`src/rtl/shower_ctrl_pkg.sv`:
```
// shower_ctrl_pkg: shared types and constants for the shower sequencing controller
package shower_ctrl_pkg;
    typedef enum logic [1:0] {IDLE, COLLECT, PRESENT, HOLDOFF} state_t;
    localparam logic [1:0] Q_NONE    = 2'd0;
    localparam logic [1:0] Q_LOOSE   = 2'd1;
    localparam logic [1:0] Q_NOMINAL = 2'd2;
    localparam logic [1:0] Q_TIGHT   = 2'd3;
    localparam int BX_W       = 12;
    localparam int BX_MAX_DEF = 3563;
endpackage

```
`src/rtl/shower_bx_cnt.sv`:
```
// shower_bx_cnt: wrapping bunch-crossing counter, bc0 forces it back to zero
module shower_bx_cnt
    import shower_ctrl_pkg::*;
#(
    parameter int BX_MAX = BX_MAX_DEF
) (
    input  logic            clk,
    input  logic            rst_n,
    input  logic            bc0,
    output logic [BX_W-1:0] bx_cnt
);
    always_ff @(posedge clk or negedge rst_n) begin
        if (!rst_n) bx_cnt <= '0;
        else if (bc0) bx_cnt <= '0;
        else bx_cnt <= (bx_cnt == BX_W'(BX_MAX)) ? '0 : bx_cnt + 1'b1;
    end
endmodule

```
`src/rtl/shower_ctrl.sv`:
```
// shower_ctrl: merges shower hits over a window, presents the result over valid/ack,
// and throttles the detector with trig_stop while busy.
module shower_ctrl
    import shower_ctrl_pkg::*;
#(
    parameter int BX_MAX = BX_MAX_DEF,
    parameter int LOST_W = 8
) (
    input  logic              clk,
    input  logic              rst_n,
    input  logic [1:0]        shower_int,
    input  logic              enable,
    input  logic [2:0]        window_len,
    input  logic [3:0]        holdoff_len,
    input  logic              bc0,
    input  logic              lost_clr,
    output logic              trig_stop,
    output logic              shower_valid,
    output logic [1:0]        shower_out,
    output logic [BX_W-1:0]   shower_bx,
    input  logic              shower_ack,
    output logic [LOST_W-1:0] lost_cnt,
    output logic [BX_W-1:0]   bx_cnt
);
    state_t          state, nxt;
    logic [3:0]      cnt, cnt_nxt;
    logic [1:0]      best, best_nxt;
    logic [BX_W-1:0] first_bx, fbx_nxt;
    logic            busy;

    shower_bx_cnt #(.BX_MAX(BX_MAX)) u_bx (.clk(clk), .rst_n(rst_n), .bc0(bc0), .bx_cnt(bx_cnt));

    assign busy = (state == PRESENT) || (state == HOLDOFF);

    always_comb begin
        nxt      = state;
        cnt_nxt  = cnt;
        best_nxt = best;
        fbx_nxt  = first_bx;
        case (state)
            IDLE: if (enable && shower_int != Q_NONE) begin
                best_nxt = shower_int;
                fbx_nxt  = bx_cnt;
                cnt_nxt  = {1'b0, window_len};
                nxt      = (window_len == 3'd0) ? PRESENT : COLLECT;
            end
            COLLECT: if (!enable) begin
                nxt = IDLE;
            end else begin
                best_nxt = (shower_int > best) ? shower_int : best;
                if (cnt <= 4'd1) nxt = PRESENT;
                else cnt_nxt = cnt - 4'd1;
            end
            PRESENT: if (shower_valid && shower_ack) begin
                cnt_nxt = holdoff_len;
                nxt     = (holdoff_len == 4'd0) ? IDLE : HOLDOFF;
            end
            HOLDOFF: if (cnt <= 4'd1) nxt = IDLE;
                else cnt_nxt = cnt - 4'd1;
            default: nxt = IDLE;
        endcase
    end

    // Outputs are registered from the next state so they line up with the state register.
    always_ff @(posedge clk or negedge rst_n) begin
        if (!rst_n) begin
            state        <= IDLE;
            cnt          <= '0;
            best         <= Q_NONE;
            first_bx     <= '0;
            trig_stop    <= 1'b0;
            shower_valid <= 1'b0;
            shower_out   <= Q_NONE;
            shower_bx    <= '0;
            lost_cnt     <= '0;
        end else begin
            state        <= nxt;
            cnt          <= cnt_nxt;
            best         <= best_nxt;
            first_bx     <= fbx_nxt;
            trig_stop    <= (nxt == PRESENT) || (nxt == HOLDOFF) || !enable;
            shower_valid <= (nxt == PRESENT);
            shower_out   <= (nxt == PRESENT) ? best_nxt : Q_NONE;
            shower_bx    <= (nxt == PRESENT) ? fbx_nxt : '0;
            if (lost_clr) lost_cnt <= '0;
            else if (busy && shower_int != Q_NONE && lost_cnt != {LOST_W{1'b1}}) lost_cnt <= lost_cnt + 1'b1;
        end
    end
endmodule

```
`config.mk`:
```
export PLATFORM = sky130hd
export DESIGN_NAME = shower_ctrl
export DESIGN_NICKNAME = d
export VERILOG_FILES = /design/src/rtl/shower_ctrl_pkg.sv /design/src/rtl/shower_bx_cnt.sv /design/src/rtl/shower_ctrl.sv
export SDC_FILE = /design/constraint.sdc
export NUM_CORES = 1
export LEC_CHECK = 0
export BUFFER_PORTS_ARGS = -buffer_cell sky130_fd_sc_hd__buf_2
export CAP_MARGIN = 40
export CORE_ASPECT_RATIO = 1.5
export CORE_MARGIN = 2
export CORE_UTILIZATION = 45
export CTS_CLUSTER_SIZE = 30
export DETAILED_ROUTE_END_ITERATION = 16
export GPL_TIMING_DRIVEN = 0
export PLACE_DENSITY = 0.69
export SLEW_MARGIN = 10
export SYNTH_ARGS = -nofsm -noshare
export SYNTH_HDL_FRONTEND = slang
export SYNTH_SLANG_ARGS = --single-unit
```
`constraint.sdc`:
```
create_clock -name clk -period 1.9 [get_ports clk]
set_input_delay 0.095 -clock clk [delete_from_list [all_inputs] [get_ports clk]]
set_output_delay 0.095 -clock clk [all_outputs]
set_load 0.1 [all_outputs]
```
* Word level (Yosys, flattened, before mapping)
Index checks and enable logic that the tools add are counted.
** Storage, ports and cells
- Output and inout port bits :: 36
- Flip-flop bits (word level) :: 56
- Input bits :: 15
- Word-level logic and storage cells :: 64
** Operators by class
- Order comparisons :: 2
- Mux-type cells :: 25
- Equal/unequal tests :: 10
- Add/sub/neg operators :: 3
- Reduce and logical (&&, ||, !) cells :: 14
** Operator list (number)
- two-way mux 12 bit :: 5
- two-way mux 2 bit :: 11
- two-way mux 4 bit :: 4
- two-way mux 8 bit :: 2
- one-hot mux 4 bit (4 select lines) :: 1
- adder 12 x 1 -> 12 bit (second input constant) :: 1
- == test 12 bit (second input constant) :: 1
- adder 8 x 1 -> 8 bit (second input constant) :: 1
- == test 2 bit (second input constant) :: 4
- != test 8 bit (second input constant) :: 1
- one-hot mux 2 bit (4 select lines) :: 1
- less-or-equal comparator 4 x 1 -> 1 bit (second input constant) :: 1
- logical AND 1 bit :: 4
- zero test 4 bit :: 1
- != test 2 bit (second input constant) :: 2
- one-hot mux 2 bit (2 select lines) :: 1
- nonzero test 2 bit :: 2
- subtractor 4 x 1 -> 4 bit (second input constant) :: 1
- zero test 3 bit :: 1
- logical OR 1 bit :: 3
- AND reduction 3 bit :: 1
- == test 2 x 1 -> 1 bit (second input constant) :: 1
- > comparator 2 bit :: 1
- zero test 2 bit :: 1
- 2 further kinds :: 2

* Logic depth before layout (Yosys ltp)
- Depth in word-level cells :: 7
- Depth in mapped cells :: 8
- Gate-level depth less buffers :: 7

* By module
From an unflattened synthesis, not the netlist that was laid out.
** Unflattened totals
- Cell total of the unflattened synthesis :: 241
- Area, all modules :: 2771.4 sq um
** Modules (own cells, without submodules)
- shower_ctrl :: cells each 180, area each 2147.1 sq um, times used 1, sequential area each 1101.1 sq um
- shower_bx_cnt :: cells each 61, area each 624.3 sq um, times used 1, sequential area each 300.3 sq um

* Worst setup path after synthesis
OpenSTA, ideal clock, no wires.
- Kind :: flip-flop to flip-flop
- Start :: register u_bx.bx_cnt[0]
- End :: register u_bx.bx_cnt[0]
- Clock period less this slack :: 2.309 ns
- Setup slack :: -0.409 ns
- Buffers on the path :: 1
- Arrival :: 2.148 ns
- Cell stages (with the launch flop) :: 7
- Library setup time :: 0.161 ns
- Required time :: 1.739 ns
- Cells stage by stage :: dfrtp_1 -> ha_1 -> nand4b_1 -> nor4_1 -> a21o_1 -> clkbuf_1 -> nor2_1
** On the way
- Word-level cells in the longest chain between the ends :: 3
- Elaborated cells between the ends (all ways) :: 4
- Those cells by class :: add/sub (1); eq/ne (1); mux (2)
** Ends and longest elaborated chain
- start: declaration :: line shower_bx_cnt.sv:10 : output logic [BX_W-1:0] bx_cnt
- start signal: assignment :: line shower_bx_cnt.sv:15 : else bx_cnt <= (bx_cnt == BX_W'(BX_MAX)) ? '0 : bx_cnt + 1'b1;
- adder 12 x 1 -> 12 bit / == test 12 bit (equally long branches) :: line shower_bx_cnt.sv:15
- two-way mux 12 bit (*) :: line shower_bx_cnt.sv:15
- two-way mux 12 bit (*) :: line shower_bx_cnt.sv:14 : else if (bc0) bx_cnt <= '0;
Mark *: on every way between the ends. The rest lies on a longest branch, timed or not.
A chain may end at the register's enable or synchronous reset.

* Final worst setup path
- Start :: register cnt[0]
- End :: register shower_out[0]
** On the way
- Word-level cells in the longest chain between the ends :: 6
- Elaborated cells between the ends (all ways) :: 7
- Those cells by class :: order compare (1); eq/ne (1); mux (5)
** Ends and longest elaborated chain
- start: declaration :: line shower_ctrl.sv:26 : logic [3:0] cnt, cnt_nxt;
- start signal: assignment :: line shower_ctrl.sv:78 : cnt <= cnt_nxt;
- less-or-equal comparator 4 x 1 -> 1 bit (*) :: line shower_ctrl.sv:51, shower_ctrl.sv:58
- two-way mux 2 bit :: line shower_ctrl.sv:51 : if (cnt <= 4'd1) nxt = PRESENT;
- two-way mux 2 bit :: line shower_ctrl.sv:47 : COLLECT: if (!enable) begin
- one-hot mux 2 bit (4 select lines) (*) :: line shower_ctrl.sv:40 : case (state)
- named net nxt[1] :: line shower_ctrl.sv:25 : state_t state, nxt;
- == test 2 bit (*) :: line shower_ctrl.sv:83 : shower_out <= (nxt == PRESENT) ? best_nxt : Q_NONE;
- two-way mux 2 bit (*) :: line shower_ctrl.sv:83
- end signal: assignment :: line shower_ctrl.sv:83
- end: declaration :: line shower_ctrl.sv:19 : output logic [1:0] shower_out,
The timed path passes the listed nets; every way through them passes the cells marked *.

==> metrics.csv <==
stage,metric,value,unit
run_status,outcome,completed,
clocking,cts_tree,yes,
clocking,path_clk_slew,100,ps
sta,finalClockSkew,6.164,ps
yosys,synth.distinct_cells,45,
detailed_routing,via_count,2017,
layout,net_count_final,340,
sta,max_freq,0.5458,GHz
layout,layout_common_cells,"buf_2, nand2_1, dfrtp_1",
setup_path,timing.critical_path.from_type,register,
die,die_h,96.87,um
sta,setup_total_negative_slack,0,ps
global_routing,grt_start_max_net_pins,35,
die,area_of_the_die,6385,um2
detailed_routing,final_antenna_net_count,0,
layout,final_common_cell,buf_2,
detailed_routing,route.detailed.vias_per_inst,5.185,
yosys,synthesis.area,2587,um2
global_routing,grt_pass1_vias,1949,
setup_path,worst_setup_path_end_kind,register,
detailed_routing,number_of_drc_violations_after_detailed_routing,0,
layout,nFillCells,487,
setup_path,crit_fanout,10,
layout,area.growth.synth_to_final,22.92,%
die,floorplan.initialDensity,47.12,%
die,io_pins,51,
global_routing,grt.overflow.total,0,
setup_path,path_class,register to register,
global_routing,antenna_violations_before_repair,0,
setup_path,arrival,2020,ps
sta,worst-slew-pin-transition,501.3,ps
clocking,clockRootBuffer,clkbuf_8,
die,dieWidth,65.92,um
clocking,clkSinkCount,56,
sta,report.final.slew_viol_count,0,
sta,layout_min_cycle_time,1832,ps
layout,insertedDiodeCount,0,
clocking,tritoncts.num_buffers,5,
yosys,synth-edff-count,0,
yosys,yosysWarnings,0,
place,io_buffer_count,49,
sta,final-setup-viol-count,0,
place,dpl-instance-area,2973,um2
pwr,leakagePower,1.573,nW
sta,slew_headroom,66.36,%
place,dpl.hpwl,3773,um
clocking,clock_path_buffers,2,
global_routing,first_pass_grt_wire_length,8659,um
die,fp.coreArea,5492,um2
yosys,commonest_register_cell_after_synthesis,dfrtp_1,
global_routing,grt.total_usage,17.17,%
yosys,synth-seq-area-share,54.16,%
yosys,synth_fp_nets,279,
detailed_routing,dr.first_iter.drc_count,86,
place,final_estimated_routing_congestion_in_global_placement,0.7406,
detailed_routing,drt-total-wl,5200,um
clocking,h-tree-depth,2,
layout,drive_gt1_share,29.78,%
detailed_routing,detailedRoute.firstPassIterationCount,4,
yosys,ys_async_sr_fraction,100.0,%
yosys,syn_avg_cell_area,10.07,um2
pwr,power.density_cell_area,1339,nW/um2
layout,post-route-cell-area,3181,um2
setup_path,cp_data_required_time,2090,ps
clocking,clk-insertion-delay-late,310,ps
yosys,postSynthRegisterBits,56,
pwr,peakVddDrop,642.2,uV
hold_path,hold_class,input port to register,
die,rows,33,
sta,timing_hold_violations_final,0,
sta,layout_worst_path_cycle_share,96.43,%
run,cap_violations,0,
detailed_routing,routed_wire_length_per_instance,13.37,um
yosys,syn-instance-count,257,
-- power by group --
part | switching, mW | total [mW] | internal (mW)
registers | 0.141 | 1.54 | 1.40
logic | 1.31 | 1.90 | 0.594
clock network | 0.383 | 0.814 | 0.431
-- registers in the layout, summed over array words and instances (netlist names) --
name,flops
shower_out,2
lost_cnt,8
u_bx.bx_cnt,12
trig_stop,1
best,2
state,2
cnt,4
shower_bx,12
shower_valid,1
first_bx,12
-- cells by family after synthesis --
family,Yosys count,share of synthesized area [%]
buf+inv,19,3.191
simple gates,119,22.24
flops,56,54.16
mux,5,1.934
fa+ha+maj,7,3.385
compound gates,34,9.333
xor+xnor,17,5.754
-- synthesized netlist by cell type, types with 2 or more instances --
library cell,n,share of area [%]
dfrtp_1,56,54
nand2_1,46,6.7
nor2_1,27,3.9
nor2b_1,14,3.4
xor2_1,11,3.7
inv_1,10,1.5
nand3_1,9,1.7
o21ai_0,8,1.5
a21oi_1,7,1.4
ha_1,7,3.4
xnor2_1,6,2.0
mux2i_1,5,1.9
nor3_1,4,0.77
buf_2,3,0.58
clkbuf_1,3,0.44
nand4_1,3,0.73
or3_1,3,0.73
a21o_1,2,0.58
and4_1,2,0.68
nand2b_1,2,0.48
nand4b_1,2,0.68
nor4_1,2,0.48
o21a_1,2,0.58
or2_4,2,0.68
-- critical path: stages (launching register included) --
cell and delay (ps):
dfrtp_1 410, inv_1 100, ha_2 200, nor2_2 60
or3_1 350, a32o_2 310, nand3_4 100, buf_8 140
a211oi_2 40
-- repair_timing --
item                                   CTS  global route
pin swaps                                2             0
buffers inserted                         2             1
setup endpoints to repair                1            28
endpoints found under the hold margin   33             0
hold buffers                             1             0
gates resized for setup                  2             7
-- per-layer routing --
| metal | share of wire [%] | track usage (%) | wire length [um] |
|---|---|---|---|
| met4 | 1.3 | 4.808 | 67 |
| met5 | 0 | 0 | 0 |
| met1 | 41 | 20.17 | 2157 |
| met3 | 3.8 | 3.023 | 199 |
| met2 | 53 | 31.08 | 2776 |
-- stage by stage --
step,setup WS [ps],instances,power (mW),utilization [%],hold WS [ps]
floorplan,14.87,257,2.958,-,-200.6
global placement,20.39,376,3.295,53.63,343.9
detailed placement,12.42,377,3.330,54.14,233.9
CTS,37.00,388,4.222,57.07,34.55
global route,-3.685,389,4.514,57.92,39.88
finish,67.83,389,4.260,57.92,45.11
-- layout make-up --
type                            count  area, um2  area share [%]
Clock buffer                        6      82.58           2.596
Clock inverter                      2      38.79           1.220
Buffer                              7      42.54           1.338
Timing Repair Buffer               55      325.3           10.23
Multi-Input combinational cell    182       1136           35.72
Tap cell                           70      87.58           2.754
Inverter                           11      41.29           1.298
Sequential cell                    56       1426           44.85
-- path summary, 6_finish.rpt --
check | start | end | slack (ps) | cells past startpoint
worst max-delay path | cnt[0] | shower_out[0] | 70 | 8
worst min-delay path | enable | trig_stop | 50 | 2
worst max register to register | cnt[0] | shower_out[0] | 70 | 8
worst min register to register | first_bx[2] | first_bx[2] | 470 | 2
max in group asynchronous | rst_n | u_bx.bx_cnt[3] | 1230 | 4
min in group asynchronous | rst_n | lost_cnt[0] | 110 | 2
Note: power is estimated with default switching activity, not from simulation.
